[src/rtl/fused_fp_pkg.sv]
// Shared types and constants for the fused FP8/FP16/FP32 multiplier scheduler.
package fused_fp_pkg;

    localparam int CFG_BITS   = 2;
    localparam int MANT_W     = 24;
    // Wide enough for any practical requester count; the top slices what it needs.
    localparam int ENTRY_ID_W = 8;

    typedef logic [CFG_BITS-1:0] cfg_t;

    // Mirrors the CONFIG_FP8/16/32 encodings used by the multiplier.
    localparam cfg_t CFG_FP8  = 2'd0;
    localparam cfg_t CFG_FP16 = 2'd1;
    localparam cfg_t CFG_FP32 = 2'd2;

    typedef enum logic [1:0] {
        ST_IDLE   = 2'd0,
        ST_ISSUE  = 2'd1,
        ST_SWITCH = 2'd2
    } sched_state_e;

    typedef struct packed {
        logic [ENTRY_ID_W-1:0] id;
        cfg_t                  cfg;
        logic [MANT_W-1:0]     data;
    } res_entry_t;

    // Counter increment that sticks at all-ones.
    function automatic logic [15:0] sat_inc16(input logic [15:0] v);
        return (v == 16'hFFFF) ? v : v + 16'd1;
    endfunction

endpackage

[src/rtl/fused_sched_fifo.sv]
// Result FIFO for the multiplier scheduler; head is presented combinationally.
module fused_sched_fifo
    import fused_fp_pkg::*;
#(
    parameter  int DEPTH = 4,
    localparam int AW    = $clog2(DEPTH)
) (
    input  logic          clk,
    input  logic          rst,
    input  logic          i_push,
    input  res_entry_t    i_data,
    input  logic          i_pop,
    output res_entry_t    o_head,
    output logic          o_empty,
    output logic [AW:0]   o_count
);

    res_entry_t    r_mem [DEPTH];
    logic [AW-1:0] r_wr;
    logic [AW-1:0] r_rd;
    logic [AW:0]   r_cnt;
    logic          w_full;
    logic          w_pop;
    logic          w_push;

    assign w_full  = (r_cnt == (AW+1)'(DEPTH));
    assign o_empty = (r_cnt == '0);
    assign o_count = r_cnt;
    assign o_head  = r_mem[r_rd];
    assign w_pop   = i_pop && !o_empty;
    // A pop frees the head slot, so a simultaneous push at full is still safe.
    assign w_push  = i_push && (!w_full || w_pop);

    // Storage array; contents are don't-care until written.
    always_ff @(posedge clk) begin
        if (w_push) r_mem[r_wr] <= i_data;
    end

    // Pointers and occupancy; push+pop together leaves the count unchanged.
    always_ff @(posedge clk) begin
        if (rst) begin
            r_wr  <= '0;
            r_rd  <= '0;
            r_cnt <= '0;
        end else begin
            if (w_push) r_wr <= r_wr + 1'b1;
            if (w_pop)  r_rd <= r_rd + 1'b1;
            unique case ({w_push, w_pop})
                2'b10:   r_cnt <= r_cnt + 1'b1;
                2'b01:   r_cnt <= r_cnt - 1'b1;
                default: r_cnt <= r_cnt;
            endcase
        end
    end

    // Upstream credit accounting must never let a push reach a full FIFO.
    a_no_push_full: assert property (@(posedge clk) disable iff (rst) !(i_push && w_full));

endmodule

[src/rtl/fused_mul_sched.sv]
// Round-robin scheduler sharing one fused FP8/16/32 mantissa multiplier
// between N_REQ requesters, with precision-switch bubbles and a credited result FIFO.
module fused_mul_sched
    import fused_fp_pkg::*;
#(
    parameter  int N_REQ      = 4,
    parameter  int MUL_LAT    = 0,
    parameter  int FIFO_DEPTH = 4,
    parameter  int CFG_W      = CFG_BITS,   // must match the package cfg_t width
    localparam int IDW        = $clog2(N_REQ)
) (
    input  logic                           clk,
    input  logic                           rst,
    input  logic [N_REQ-1:0]               req_valid,
    output logic [N_REQ-1:0]               req_ready,
    input  logic [N_REQ-1:0][CFG_W-1:0]    req_cfg,
    input  logic [N_REQ-1:0][MANT_W-1:0]   req_in1,
    input  logic [N_REQ-1:0][MANT_W-1:0]   req_in2,
    output logic [MANT_W-1:0]              mul_in1,
    output logic [MANT_W-1:0]              mul_in2,
    output logic [CFG_W-1:0]               mul_cfg,
    input  logic [MANT_W-1:0]              mul_out,
    output logic                           res_valid,
    input  logic                           res_ready,
    output logic [IDW-1:0]                 res_id,
    output logic [CFG_W-1:0]               res_cfg,
    output logic [MANT_W-1:0]              res_data,
    output logic                           busy,
    output logic [15:0]                    stat_sw
);

    localparam int CW = $clog2(FIFO_DEPTH) + 1;

    sched_state_e   r_state;
    cfg_t           r_cur_cfg;
    logic [IDW-1:0] r_rr_ptr;
    logic           r_lock_v;
    logic [IDW-1:0] r_lock_id;
    logic [15:0]    r_stat_sw;

    logic           w_rr_found;
    logic [IDW-1:0] w_rr_idx;
    logic           w_cand_v;
    logic [IDW-1:0] w_cand_id;
    cfg_t           w_cand_cfg;
    logic [IDW-1:0] w_rr_next;
    logic           w_credit;
    logic           w_act;
    logic           w_issue;
    logic           w_switch;

    logic           w_push;
    logic [IDW-1:0] w_push_id;
    cfg_t           w_push_cfg;
    res_entry_t     w_push_ent;
    logic [15:0]    w_inflight;
    logic           w_tag_any;

    logic           w_pop;
    logic           w_fifo_empty;
    logic [CW-1:0]  w_fifo_cnt;
    res_entry_t     w_head;
    logic           w_unused_head_id;

    // Round-robin search: first valid requester at or after r_rr_ptr, wrapping.
    always_comb begin
        int unsigned idx;
        idx        = 0;
        w_rr_found = 1'b0;
        w_rr_idx   = '0;
        for (int k = 0; k < N_REQ; k++) begin
            idx = (32'(r_rr_ptr) + 32'(k)) % 32'(N_REQ);
            if (!w_rr_found && req_valid[idx]) begin
                w_rr_found = 1'b1;
                w_rr_idx   = IDW'(idx);
            end
        end
    end

    // A requester locked by a precision switch wins ahead of the RR order.
    always_comb begin
        if (r_lock_v && req_valid[r_lock_id]) begin
            w_cand_v  = 1'b1;
            w_cand_id = r_lock_id;
        end else begin
            w_cand_v  = w_rr_found;
            w_cand_id = w_rr_idx;
        end
    end

    assign w_cand_cfg = req_cfg[w_cand_id];
    assign w_rr_next  = (w_cand_id == IDW'(N_REQ-1)) ? '0 : w_cand_id + 1'b1;
    // Ops in the multiplier already own a FIFO slot, so count them too.
    assign w_credit   = (32'(w_inflight) + 32'(w_fifo_cnt)) < 32'(FIFO_DEPTH);
    assign w_act      = !rst && (r_state != ST_SWITCH) && w_cand_v;
    assign w_issue    = w_act && (w_cand_cfg == r_cur_cfg) && w_credit;
    assign w_switch   = w_act && (w_cand_cfg != r_cur_cfg);

    // Grant and operand steering; operands read as zero whenever nothing issues.
    always_comb begin
        req_ready = '0;
        mul_in1   = '0;
        mul_in2   = '0;
        if (w_issue) begin
            req_ready[w_cand_id] = 1'b1;
            mul_in1              = req_in1[w_cand_id];
            mul_in2              = req_in2[w_cand_id];
        end
    end

    // Scheduler FSM: issue, or lock the winner and spend one cycle switching precision.
    always_ff @(posedge clk) begin
        if (rst) begin
            r_state   <= ST_IDLE;
            r_cur_cfg <= CFG_FP32;
            r_rr_ptr  <= '0;
            r_lock_v  <= 1'b0;
            r_lock_id <= '0;
            r_stat_sw <= '0;
        end else begin
            unique case (r_state)
                ST_SWITCH: r_state <= ST_IDLE;
                default: begin
                    if (w_switch) begin
                        r_state   <= ST_SWITCH;
                        r_cur_cfg <= w_cand_cfg;
                        r_lock_v  <= 1'b1;
                        r_lock_id <= w_cand_id;
                        r_stat_sw <= sat_inc16(r_stat_sw);
                    end else if (w_issue) begin
                        r_state   <= ST_ISSUE;
                        r_rr_ptr  <= w_rr_next;
                        r_lock_v  <= 1'b0;
                    end else begin
                        r_state   <= ST_IDLE;
                        // A locked requester that withdrew gives up its priority.
                        if (r_lock_v && !req_valid[r_lock_id]) r_lock_v <= 1'b0;
                    end
                end
            endcase
        end
    end

    generate
        if (MUL_LAT == 0) begin : g_comb_mul
            // Combinational multiplier: the product is captured on the issue edge.
            assign w_push     = w_issue;
            assign w_push_id  = w_cand_id;
            assign w_push_cfg = w_cand_cfg;
            assign w_inflight = '0;
            assign w_tag_any  = 1'b0;
        end else begin : g_tag_pipe
            logic [MUL_LAT-1:0]                r_tag_v;
            logic [MUL_LAT-1:0][IDW-1:0]       r_tag_id;
            logic [MUL_LAT-1:0][CFG_BITS-1:0]  r_tag_cfg;

            // Tag pipe tracks which op the multiplier output belongs to.
            always_ff @(posedge clk) begin
                if (rst) begin
                    r_tag_v   <= '0;
                    r_tag_id  <= '0;
                    r_tag_cfg <= '0;
                end else begin
                    r_tag_v[0]   <= w_issue;
                    r_tag_id[0]  <= w_cand_id;
                    r_tag_cfg[0] <= w_cand_cfg;
                    for (int s = 1; s < MUL_LAT; s++) begin
                        r_tag_v[s]   <= r_tag_v[s-1];
                        r_tag_id[s]  <= r_tag_id[s-1];
                        r_tag_cfg[s] <= r_tag_cfg[s-1];
                    end
                end
            end

            assign w_push     = r_tag_v[MUL_LAT-1];
            assign w_push_id  = r_tag_id[MUL_LAT-1];
            assign w_push_cfg = r_tag_cfg[MUL_LAT-1];
            assign w_inflight = 16'($countones(r_tag_v));
            assign w_tag_any  = |r_tag_v;
        end
    endgenerate

    // Pack the exiting op into a FIFO entry.
    always_comb begin
        w_push_ent      = '0;
        w_push_ent.id   = ENTRY_ID_W'(w_push_id);
        w_push_ent.cfg  = w_push_cfg;
        w_push_ent.data = mul_out;
    end

    assign w_pop = res_valid && res_ready;

    fused_sched_fifo #(
        .DEPTH   (FIFO_DEPTH)
    ) u_fifo (
        .clk     (clk),
        .rst     (rst),
        .i_push  (w_push),
        .i_data  (w_push_ent),
        .i_pop   (w_pop),
        .o_head  (w_head),
        .o_empty (w_fifo_empty),
        .o_count (w_fifo_cnt)
    );

    assign res_valid        = !w_fifo_empty;
    assign res_id           = w_head.id[IDW-1:0];
    assign res_cfg          = w_head.cfg;
    assign res_data         = w_head.data;
    assign w_unused_head_id = ^w_head.id;

    assign mul_cfg = r_cur_cfg;
    assign stat_sw = r_stat_sw;
    assign busy    = w_tag_any | (w_fifo_cnt != '0) | (r_state == ST_SWITCH);

endmodule

[config.mk]
export PLATFORM = sky130hd
export DESIGN_NAME = fused_mul_sched
export DESIGN_NICKNAME = d
export VERILOG_FILES = /design/src/rtl/fused_fp_pkg.sv /design/src/rtl/fused_sched_fifo.sv /design/src/rtl/fused_mul_sched.sv
export SDC_FILE = /design/constraint.sdc
export NUM_CORES = 1
export LEC_CHECK = 0
export CAP_MARGIN = 0
export CORE_ASPECT_RATIO = 0.6
export CORE_UTILIZATION = 38
export DETAILED_ROUTE_END_ITERATION = 16
export HOLD_SLACK_MARGIN = 0.08
export PLACE_DENSITY = 0.77
export SETUP_SLACK_MARGIN = 0.1
export SLEW_MARGIN = 10
export SYNTH_ARGS = -nofsm -noshare
export SYNTH_HDL_FRONTEND = slang
export SYNTH_SLANG_ARGS = --single-unit
[constraint.sdc]
create_clock -name clk -period 3.55 [get_ports clk]
set_input_delay 0.355 -clock clk [delete_from_list [all_inputs] [get_ports clk]]
set_output_delay 0.355 -clock clk [all_outputs]
set_load 0.01 [all_outputs]
==> flow_metrics.env <==
export IMPL_netlist_area_sq_mm=0.00735
export IMPL_cap_violations=0
export IMPL_synth_top_area_frac=0.458
export IMPL_violations="negative setup slack"
export IMPL_dr_pass1_iters=4
export IMPL_holdWs_ns=0.491
export IMPL_area_growth_syn_to_layout_pct=69.2
export IMPL_final_nets=1119
export IMPL_avgSynthCellArea_sq_um=15.2
export IMPL_status="complete, but fails checks"
export IMPL_vias_per_cell=5.31
export IMPL_synthTopCellsByCount="112 x edfxtp_1, 76 x mux4_2, 59 x and2_1, 34 x dfxtp_1, 23 x nand2_1"
export IMPL_rsz0062_at_grt="true"
export IMPL_grt_pass1_wl_um=35500
export IMPL_hold_violations=0
export IMPL_placed_cell_area_sq_mm=0.0114
export IMPL_ant_nets=0
export IMPL_num_rows=38
export IMPL_ys_ff_latch=146
export IMPL_min_period_over_period=1.01
export IMPL_max_freq_ghz=0.280
export IMPL_grt_max_degree=56
export IMPL_dieArea_sq_mm=0.0199
export IMPL_ir_drop_uv=445
export IMPL_grtUsageMet2=0.397
export IMPL_dp_hpwl_um=18500
export IMPL_hold_class="register to register"
export IMPL_clock_path_buffers=2
export IMPL_gr_usage_met1=0.305
export IMPL_finalSetupTns_ns=-0.135
export IMPL_final_area_sq_mm=0.0124
export IMPL_yosysWarningCount=0
export IMPL_grt_usage=0.240
export IMPL_gr_total_overflow=0
export IMPL_crit_required_ns=3.19
export IMPL_htreeDepth=4
export IMPL_post_route_min_period_ns=3.58
export IMPL_grt_pass1_vias=6416
export IMPL_grt_use_met3=0.0841
export IMPL_clockRootBuffer="clkbuf_16"
export IMPL_hold_buffers=0
export IMPL_cp_end_kind="primary output"
export IMPL_p_leak_nw=4.54
export IMPL_dieWidth_um=182
export IMPL_pin_count=331
export IMPL_wl_per_cell_um=22.0
export IMPL_via_count=6012
export IMPL_synth_area_leaders="edfxtp_1 46%, mux4_2 23%, dfxtp_1 9.3%"
export IMPL_fin_worst_skew_ns=0.0178
export IMPL_synthArstFlopShare=0
export IMPL_insertion_delay_ns=0.42
export IMPL_path_class="register to primary output"
export IMPL_drive_gt1_frac=0.327
export IMPL_antenna_found_initial=5
export IMPL_hold_depth=2
export IMPL_synth_cells=485
export IMPL_tightest_slew_ns=0.644
export IMPL_clock_sinks=146
export IMPL_die_h_um=110
export IMPL_routabilityCongestion=0.892
export IMPL_core_area_sq_mm=0.0185
export IMPL_start_util=0.397
export IMPL_finalSetupViolCount=10
export IMPL_portBuffers=330
export IMPL_grt_busiest_layer="met2"
export IMPL_clkTransAtPathRegs_ns=0.06
export IMPL_slew_headroom=0.567
export IMPL_power_density_mw_per_mm2=584
export IMPL_yosysMostFrequentCell="edfxtp_1"
export IMPL_drc=0
export IMPL_synth_seq_area_share=0.550
export IMPL_drtIter0Drc=345
export IMPL_crit_fanout=6
export IMPL_synth_cell_types=46
export IMPL_fin_ws_ns=-0.0270
export IMPL_worstPathArrival_ns=3.22
export IMPL_drv_slew=0
export IMPL_ff2ff_path_depth=17
export IMPL_fillers=1279
export IMPL_cts_buffers=17
export IMPL_synth_flop_cell="edfxtp_1"
export IMPL_cts_tree="done"
export IMPL_start_kind="register"
export IMPL_synth_edf_count=112
export IMPL_synth_fp_nets=727
export IMPL_yosysTopAreaCell="edfxtp_1"
export IMPL_wl_um=24900
layer usage:
layer	wire length, um	part of all wire
met3	1860	0.075
met2	12400	0.50
met1	10300	0.41
met4	372	0.015
met5	18	0.00072
where the power goes:
group / leakage [nW] / internal [mW] / switching, mW / total [mW]
Clock: 0.302 / 1.03 / 0.719 / 1.75
Sequential: 1.29 / 2.04 / 0.119 / 2.16
Combinational: 2.95 / 2.00 / 1.35 / 3.34
Total: 4.54 / 5.07 / 2.19 / 7.26
worst paths after layout:
| kind | startpoint | endpoint | slack [ns] |
|---|---|---|---|
| max | r_lock_id[0] | mul_in1[5] | -0.03 |
| min reg2reg | r_rr_ptr[0] | r_rr_ptr[0] | 0.49 |
| min | r_rr_ptr[0] | r_rr_ptr[0] | 0.49 |
| max reg2reg | r_lock_id[0] | u_fifo.o_count[2] | -0.01 |
kinds of logic (layout without fill, tap and decap cells):
kind of cell,count (synthesis),after routing,share of synthesized area
adder cells (fa/ha/maj),11,11,0.0197
AND/OR/NAND/NOR,137,137,0.101
other,0,2,0
XOR/XNOR,8,8,0.00953
buffers and inverters,45,450,0.0247
multiplexers,84,84,0.246
AO/OA/AOI/OAI,54,54,0.0494
flip-flops,146,146,0.550
registers in the layout, indices dropped and copies added (netlist names), named ones only:
signal,cells
mul_cfg,2
r_lock_id,2
r_lock_v,1
r_rr_ptr,2
r_state,2
stat_sw,16
u_fifo.o_count,3
u_fifo.r_mem,112
u_fifo.r_rd,2
u_fifo.r_wr,2
stage by stage:
step,power (mW),setup slack [ns],utilization,instances
6_report,7.26,-0.0270,0.672,1132
5_1_grt,7.56,-0.157,0.672,1130
4_1_cts,7.12,-0.0221,0.662,1121
3_5_place_dp,5.07,-0.467,0.616,1074
3_3_place_gp,4.98,-0.260,0.616,1074
2_1_floorplan,3.62,0.112,-,485
critical path, cell delays in order (launching register included):
cell and delay, ns:
dfxtp_4 0.39, mux2i_4 0.27, o22ai_2 0.12, or4_4 0.48, a31o_1 0.26, o22ai_2 0.13
inv_2 0.08, xnor2_2 0.14, and3_4 0.20, buf_12 0.12, buf_12 0.14, buf_16 0.13
buf_12 0.12, and2_4 0.13, buf_6 0.11
final cells by class:
| class | instances | area [sq um] | share of cell area |
|---|---|---|---|
| clock inverter | 11 | 87.6 | 0.00704 |
| timing repair buffer | 401 | 4120 | 0.331 |
| sequential | 146 | 4050 | 0.326 |
| antenna | 2 | 5.00 | 0.000402 |
| inverter | 17 | 63.8 | 0.00513 |
| tap | 240 | 300 | 0.0241 |
| clock buffer | 21 | 503 | 0.0405 |
| multi-input combinational | 294 | 3310 | 0.266 |
what timing repair did:
| action | 4_1_cts | 5_1_grt |
|---|---|---|
| endpoints found under the setup margin | 53 | 166 |
| setup buffers | 12 | 5 |
| pin swaps | 3 | 6 |
| gates cloned | 3 | 4 |
| resized for setup | 249 | 61 |
layout by cell type, fill, tap and decap left out, types with 16 or more instances in the layout:
cell	n
a21oi_1	16
and2_1	21
and2_4	38
buf_4	37
buf_6	44
clkbuf_16	22
clkdlybuf4s50_1	274
dfxtp_1	31
edfxtp_1	112
inv_1	16
mux4_2	76
nand2_1	23
nor2_1	21
(Power assumes the default switching activity.)
